<file path="src/rtl/letc_core_redirect_sequencer.sv">
// ---------------------------------------------------------------------------
// letc_core_redirect_sequencer
//
// Purpose:
//   Sequences control-flow redirects (taken branches, jumps, traps) for the
//   LETC core pipeline. When several stages request a redirect in the same
//   cycle, the oldest stage (highest index) wins. The sequencer then:
//     - issues a one-cycle flush to every stage younger than the winner;
//     - holds the redirect target towards fetch until fetch accepts it.
//   It also drives the per-stage stall vector.
//
// Ports:
//   clk                 clock, all state on the rising edge
//   rst_n               asynchronous active-low reset
//   redirect_req        per-stage redirect request (level)
//   redirect_pc         per-stage target, stage i at [i*PC_W +: PC_W]
//   stage_ready         stage i can accept/advance this cycle
//   stage_flush         registered one-cycle flush per stage
//   stage_stall         per-stage stall (from state and stage_ready)
//   fetch_redirect_vld  redirect target valid to fetch
//   fetch_redirect_pc   redirect target
//   fetch_redirect_rdy  fetch accepts the target (vld & rdy = handshake)
//   busy                sequencer is not idle
//   redirect_count      completed redirect handshakes, wraps
// ---------------------------------------------------------------------------
module letc_core_redirect_sequencer #(
    parameter int NUM_STAGES = 5,
    parameter int PC_W       = 32,
    parameter int CNT_W      = 16
) (
    input  logic                       clk,
    input  logic                       rst_n,
    input  logic [NUM_STAGES-1:0]      redirect_req,
    input  logic [NUM_STAGES*PC_W-1:0] redirect_pc,
    input  logic [NUM_STAGES-1:0]      stage_ready,
    output logic [NUM_STAGES-1:0]      stage_flush,
    output logic [NUM_STAGES-1:0]      stage_stall,
    output logic                       fetch_redirect_vld,
    output logic [PC_W-1:0]            fetch_redirect_pc,
    input  logic                       fetch_redirect_rdy,
    output logic                       busy,
    output logic [CNT_W-1:0]           redirect_count
);

    localparam int W_W = (NUM_STAGES > 1) ? $clog2(NUM_STAGES) : 1;

    typedef enum logic [1:0] {
        ST_IDLE,
        ST_FLUSH,
        ST_REDIRECT
    } state_t;

    state_t                  state_reg;
    logic [W_W-1:0]          w_reg;
    logic [NUM_STAGES-1:0]   flush_reg;
    logic                    vld_reg;
    logic [PC_W-1:0]         pc_reg;
    logic                    busy_reg;
    logic [CNT_W-1:0]        count_reg;

    // Per-stage targets unpacked for indexed selection by the winner.
    logic [PC_W-1:0]         pc_arr [NUM_STAGES];
    logic [NUM_STAGES-1:0]   win_mask;
    logic [NUM_STAGES-1:0]   older_stall;
    logic [W_W-1:0]          win_idx;
    logic                    any_req;
    logic                    preempt;
    logic [PC_W-1:0]         win_pc;

    genvar gi;
    generate
        for (gi = 0; gi < NUM_STAGES; gi++) begin : g_stage
            assign pc_arr[gi]   = redirect_pc[gi*PC_W +: PC_W];
            // Flush only stages strictly younger than the winner.
            assign win_mask[gi] = (W_W'(gi) < win_idx);
        end
        for (gi = 0; gi < NUM_STAGES-1; gi++) begin : g_stall
            // Any older stage not ready backpressures this one.
            assign older_stall[gi] = ~&stage_ready[NUM_STAGES-1:gi+1];
        end
    endgenerate
    assign older_stall[NUM_STAGES-1] = 1'b0;

    // Oldest requester wins: the last set bit scanning upward.
    always_comb begin
        win_idx = '0;
        for (int i = 0; i < NUM_STAGES; i++) begin
            if (redirect_req[i]) begin
                win_idx = W_W'(i);
            end
        end
    end

    assign any_req = |redirect_req;
    assign win_pc  = pc_arr[win_idx];
    // Only a strictly older stage can displace an in-flight redirect;
    // anything at or below the latched winner is already being flushed.
    assign preempt = any_req && (win_idx > w_reg);

    always_ff @(posedge clk or negedge rst_n) begin
        if (!rst_n) begin
            state_reg <= ST_IDLE;
            w_reg     <= '0;
            flush_reg <= '0;
            vld_reg   <= 1'b0;
            pc_reg    <= '0;
            busy_reg  <= 1'b0;
            count_reg <= '0;
        end else begin
            flush_reg <= '0;
            case (state_reg)
                ST_IDLE: begin
                    if (any_req) begin
                        state_reg <= ST_FLUSH;
                        w_reg     <= win_idx;
                        pc_reg    <= win_pc;
                        flush_reg <= win_mask;
                        vld_reg   <= 1'b1;
                        busy_reg  <= 1'b1;
                    end
                end
                ST_FLUSH, ST_REDIRECT: begin
                    // Preemption outranks a same-cycle handshake: the old
                    // target is dropped and not counted.
                    if (preempt) begin
                        state_reg <= ST_FLUSH;
                        w_reg     <= win_idx;
                        pc_reg    <= win_pc;
                        flush_reg <= win_mask;
                    end else if (fetch_redirect_rdy) begin
                        state_reg <= ST_IDLE;
                        vld_reg   <= 1'b0;
                        busy_reg  <= 1'b0;
                        count_reg <= count_reg + CNT_W'(1);
                    end else begin
                        state_reg <= ST_REDIRECT;
                    end
                end
                default: begin
                    state_reg <= ST_IDLE;
                    vld_reg   <= 1'b0;
                    busy_reg  <= 1'b0;
                end
            endcase
        end
    end

    assign stage_flush        = flush_reg;
    // Fetch also holds while a redirect is outstanding.
    assign stage_stall        = older_stall | {{(NUM_STAGES-1){1'b0}}, busy_reg};
    assign fetch_redirect_vld = vld_reg;
    assign fetch_redirect_pc  = pc_reg;
    assign busy               = busy_reg;
    assign redirect_count     = count_reg;

endmodule

</file>
<file path="config.mk">
export PLATFORM = sky130hd
export DESIGN_NAME = letc_core_redirect_sequencer
export DESIGN_NICKNAME = d
export VERILOG_FILES = /design/src/rtl/letc_core_redirect_sequencer.sv
export SDC_FILE = /design/constraint.sdc
export NUM_CORES = 1
export LEC_CHECK = 0
export CAP_MARGIN = 20
export CORE_UTILIZATION = 33
export CTS_BUF_LIST = sky130_fd_sc_hd__clkbuf_4 sky130_fd_sc_hd__clkbuf_8 sky130_fd_sc_hd__clkbuf_16
export CTS_CLUSTER_DIAMETER = 80
export DETAILED_ROUTE_END_ITERATION = 12
export PLACE_DENSITY = 0.74
export SLEW_MARGIN = 20
export SYNTH_ARGS = -nofsm -noshare
export SYNTH_HDL_FRONTEND = slang
export SYNTH_SLANG_ARGS = --single-unit
export TNS_END_PERCENT = 50
</file>
<file path="constraint.sdc">
create_clock -name clk -period 1.8 [get_ports clk]
set_clock_uncertainty 0.05 [all_clocks]
set_input_delay 0.27 -clock clk [delete_from_list [all_inputs] [get_ports clk]]
set_output_delay 0.27 -clock clk [all_outputs]
set_load 0.1 [all_outputs]
</file>
## Word level (Yosys, flattened, before mapping)

Index checks and enable logic that the tools add are counted.

| storage, ports and cells | value |
|---|---|
| word-level logic and storage cells | 62 |
| output and inout port bits | 60 |
| register bits | 59 |

| operators by class | value |
|---|---|
| reductions and logical operators | 15 |
| bitwise logic cells | 3 |
| magnitude comparators | 7 |
| add/sub/neg operators | 1 |
| mux-type cells | 24 |
| eq/ne operators | 6 |

Operators with widths:

| kind | count |
|---|---|
| $mux 32 | 4 |
| $bmux 32 s3 | 1 |
| $pmux 32 s2 | 1 |
| $add 16x1->16 const B | 1 |
| $reduce_and 3->1 | 4 |
| $mux 2 | 5 |
| $mux 5 | 2 |
| $pmux 5 s2 | 1 |
| $mux 3 | 3 |
| $ne 2x2->1 const B | 4 |
| $lt 1x3->1 const A | 2 |
| $lt 2x3->1 const A | 2 |
| $pmux 3 s2 | 1 |
| $reduce_or 5->1 | 1 |
| $ge 4x4->1 const B | 1 |
| $logic_not 1->1 | 4 |
| $mux 1 | 4 |
| $not 3->4 | 1 |
| $or 4x1->4 | 1 |
| $pmux 2 s2 | 1 |
| $reduce_and 4->1 | 1 |
| $gt 3x3->1 | 1 |
| $lt 3x3->1 const A | 1 |
| $eq 2x1->1 const B | 1 |
| other kinds (8) | 8 |

## Longest topological paths before layout

| depth | value |
|---|---|
| depth in word-level cells | 10 |
| gate-level depth with buffers | 12 |

## Worst setup path before layout

Ideal clock, no wire load.

| timing | value |
|---|---|
| path kind | input port to flip-flop |
| from | in redirect_req[3] |
| to | reg pc_reg[14] (netlist: fetch_redirect_pc[14]) |
| data required time | 1617 ps |
| data arrival time | 2380 ps |
| library setup time | 133 ps |
| path slack | -763 ps |
| cell stages on the path | 12 |
| path buffers | 4 |
| cell sequence | clkbuf_1 buf_1 nor2_1 nor2_1 ha_1 and3_1 a211oi_1 o21ai_2 buf_4 buf_4 nand2_1 o21ai_0 |

| on the way | value |
|---|---|
| longest elaborated chain between the ends | 8 |

Ends and longest elaborated chain:

| element | RTL line | RTL |
|---|---|---|
| start: declaration | 33 | `input logic [NUM_STAGES-1:0] redirect_req,` |
| $mux 2 (*) | 88 | `if (redirect_req[i]) begin` |
| $mux 3 (*) | 88 |  |
| named net win_idx[1] | 65 | `logic [W_W-1:0] win_idx;` |
| $not 3->4 (not written as such) | 95 | `assign win_pc = pc_arr[win_idx];` |
| $bmux 32 s3 | 95 |  |
| $mux 32 (not written as such) (2 in series) | 95 |  |
| $mux 32 (on tied branches) | 125, 113 |  |
| $pmux 32 s2 | 111 | `case (state_reg)` |
| end signal: assignment | 116 | `pc_reg <= win_pc;` |
| end signal: assignment | 128 | `pc_reg <= win_pc;` |
| end: declaration | 57 | `logic [PC_W-1:0] pc_reg;` |

Mark *: on every way through the listed nets, which the timed path passes. The rest lies on a longest branch. The select of a mux whose other input is x is not followed.
A chain may end at the register's enable or synchronous reset.

## Worst setup path after layout

| timing | value |
|---|---|
| from | reg w_reg[2] |
| to | reg pc_reg[25] (netlist: fetch_redirect_pc[25]) |

| on the way | value |
|---|---|
| longest elaborated chain between the ends | 4 |

Ends and longest elaborated chain:

| element | RTL line | RTL |
|---|---|---|
| start: declaration | 54 | `logic [W_W-1:0] w_reg;` |
| start signal: assignment | 115 | `w_reg <= win_idx;` |
| start signal: assignment | 127 | `w_reg <= win_idx;` |
| $gt 3x3->1 | 98 | `assign preempt = any_req && (win_idx > w_reg);` |
| $logic_and 1x1->1 | 98 |  |
| $ne 2x2->1 (no line) | -- |  |
| $reduce_and 3->1 (no line) | -- |  |

No other way between the ends.

==> results.txt <==
status: finished, violations left
failing checks: setup timing
ant diodes: 0
Avg Cell Area, Syn: 8.28 sq um
Worst Hold Class: input pin to register
synthesized cell area: 3600 sq um
first-pass iteration count of the detailed router: 4
CP max stage delay: 370 ps
period utilisation layout: 1.07
commonest non-fill, non-tap cell in the layout: clkdlybuf4s50_1
Reg clk slew, reported paths: 60 ps
number of global-route vias before repair: 4,363
Max Freq: 520 MHz
initial antenna violation count: 0
CP bufs+invs: 3
Setup violations, final: 42
DRT iter0 DRCs: 157
WL/cell: 16.5 microns
Slew Limit Fails: 0
synthesized instance count: 435
first-pass GRT wire length: 21,600 microns
io pins: 233
worst vdd ir: 0.000878 V
Clk Latency, worst-skew pair: 340 ps
area delta synth->final: 101%
fin crit period: 1920 ps
Yosys reg bits: 59
Post-synth EDFFs: 0
FF-to-FF Start: w_reg[2]
Routed Antenna Nets: 0
Max-cap violations: 0
GRT Residual Overflow: 0
I/O Buffers: 230
LEAKAGE: 3.04 nW
Netlist cell types: 41
P per Cell Area: 1760 nW/um^2
critical path, cell by cell: inv_2 > ha_4 > nand3b_1 > buf_6 > a211oi_4 > o21ai_4 > buf_12 > nand2_1 > o21ai_1
arrival time worst endpoint: 2080 ps
core area: 10,500 sq um
most frequent cells in the layout: clkdlybuf4s50_1, buf_12, nand2_1
Top delay family on crit path: compound AO/OA/AOI/OAI gates
Top FF cell, synth: dfrtp_1
Worst setup SP type: register
initial core utilization: 0.344
Yosys Warn Count: 0
CTS tree: built
Crit-path slowest cell: dfrtp_1
Die ar.: 11,300 sq um
Post-route DRC: 0
fraction of layout cells with a size suffix above 1: 0.249
setup TNS: -3530 ps
CTS Root Cell: clkbuf_8
worst-path maximum fanout: 32
Layout Nets: 861
fin worst setup slack: -123 ps
final core occ: 0.692
Filler Cell Count: 841
RSZ-0062 raised after global routing: yes
row cnt: 37
Register Area: 1480 sq um
max reg flops: 32
Hold Startpoint: redirect_req[4]
pre-CTS WS: -818 ps
clock sinks: 59
routed wire length: 13,600 microns
Worst Setup SP: w_reg[2]
Longest Clk Path Bufs: 2
hpwl dp: 10,700 microns
largest net degree at the start of global routing: 50
WS Path Type: register to register
footprint of the multi-input gates: 2170 sq um
Vias/cell: 5.19
Die Height: 106 microns
endpoint class of the critical path: register
Critical Path RT: 1960 ps
GRT Total Usage: 0.247
H-Tree Depth: 3
CTS Buf Count: 9
via count: 4,272
FFs w/ async S/R, synth: 1.00
Seq/Total Area, Yosys: 0.410
RD Place Congestion: 0.821
endpoints failing hold: 0
die width: 106 microns
==> area by class of cell <==
| type | count | share of cell area |
|---|---|---|
| sequential | 59 | 0.204 |
| clock inverter | 4 | 0.00345 |
| tap | 136 | 0.0235 |
| timing repair buffer | 269 | 0.443 |
| inverter | 8 | 0.00466 |
| multi-input combinational | 335 | 0.299 |
| clock buffer | 12 | 0.0219 |
==> report_power, final <==
part | internal, W | total, W | switching, W
clock | 0.000585 | 0.00110 | 0.000518
combinational | 0.00349 | 0.00916 | 0.00568
sequential | 0.00191 | 0.00251 | 0.000610
total | 0.00598 | 0.0128 | 0.00680
==> worst paths after layout <==
kind / slack, ps / cells past startpoint / to
setup / recovery: -120 / 9 / fetch_redirect_pc[25]
hold / removal: 290 / 2 / w_reg[2]
setup reg to reg: -120 / 9 / fetch_redirect_pc[25]
hold reg to reg: 470 / 1 / redirect_count[4]
max in group asynchronous: 760 / 3 / redirect_count[4]
min in group asynchronous: 370 / 2 / fetch_redirect_pc[0]
==> through the flow <==
stage	instance area, sq um	power, W	hold slack, ps	std cells
3_3_place_gp	6860	0.0112	154	803
6_report	7240	0.0128	286	823
3_5_place_dp	6860	0.0114	164	803
2_1_floorplan	3750	0.00791	-75.6	436
5_1_grt	7240	0.0134	291	823
4_1_cts	7200	0.0127	262	823
==> kinds of logic after synthesis <==
logic type	share of synthesized area
AOI/OAI and AO/OA	0.235
xor gates and xnor gates	0.0365
adders and majority gates	0.0208
buffers and inverters	0.0524
DFF	0.410
muxes	0.0406
other	0.00104
and+or+nand+nor	0.204
==> worst reg2reg max path, cell delays in order, from the launching register on <==
cell	delay [ps]
dfrtp_1	370
inv_2	50
ha_4	280
nand3b_1	130
buf_6	150
a211oi_4	280
o21ai_4	150
buf_12	190
nand2_1	80
o21ai_1	70
==> synthesized netlist by cell type (2+ instances only) <==
| library cell | number | area share |
|---|---|---|
| a21oi_1 | 5 | 0.0069 |
| a221oi_1 | 10 | 0.024 |
| a22oi_1 | 32 | 0.067 |
| and2_1 | 3 | 0.0052 |
| and3_1 | 2 | 0.0035 |
| buf_1 | 3 | 0.0031 |
| buf_2 | 3 | 0.0042 |
| buf_4 | 5 | 0.010 |
| clkbuf_1 | 21 | 0.022 |
| dfrtp_1 | 59 | 0.41 |
| ha_1 | 6 | 0.021 |
| inv_1 | 8 | 0.0083 |
| mux2_2 | 13 | 0.041 |
| nand2_1 | 63 | 0.066 |
| nand3_1 | 8 | 0.011 |
| nand4_1 | 7 | 0.012 |
| nor2_1 | 60 | 0.063 |
| nor2b_1 | 2 | 0.0035 |
| nor3_1 | 5 | 0.0069 |
| nor4_1 | 6 | 0.010 |
| o21a_1 | 2 | 0.0042 |
| o21ai_0 | 49 | 0.068 |
| o21ai_1 | 7 | 0.0097 |
| o22ai_1 | 23 | 0.040 |
| or2_2 | 2 | 0.0035 |
| or3_4 | 2 | 0.0062 |
| or3b_2 | 2 | 0.0049 |
| xnor2_1 | 6 | 0.015 |
| xor2_1 | 9 | 0.022 |
==> layer usage <==
| metal | vias to the layer above | global-route usage | part of all wire | routed length, microns |
|---|---|---|---|---|
| met3 | 13 | 0.0711 | 0.086 | 1170 |
| met2 | 187 | 0.454 | 0.51 | 6970 |
| li1 | 2048 | - | - | - |
| met4 | 0 | 0.0705 | 0.012 | 159 |
| met1 | 2024 | 0.275 | 0.39 | 5300 |
| met5 | - | 0 | 0 | 0 |
==> what timing repair did <==
action,4_1_cts,5_1_grt
gates resized for setup,28,13
endpoints found under the setup margin,58,55
endpoints found under the hold margin,15,0
pin swaps,16,4
setup buffers,4,0
hold buffers,1,0
No activity file was read; power rests on OpenSTA's default activity.
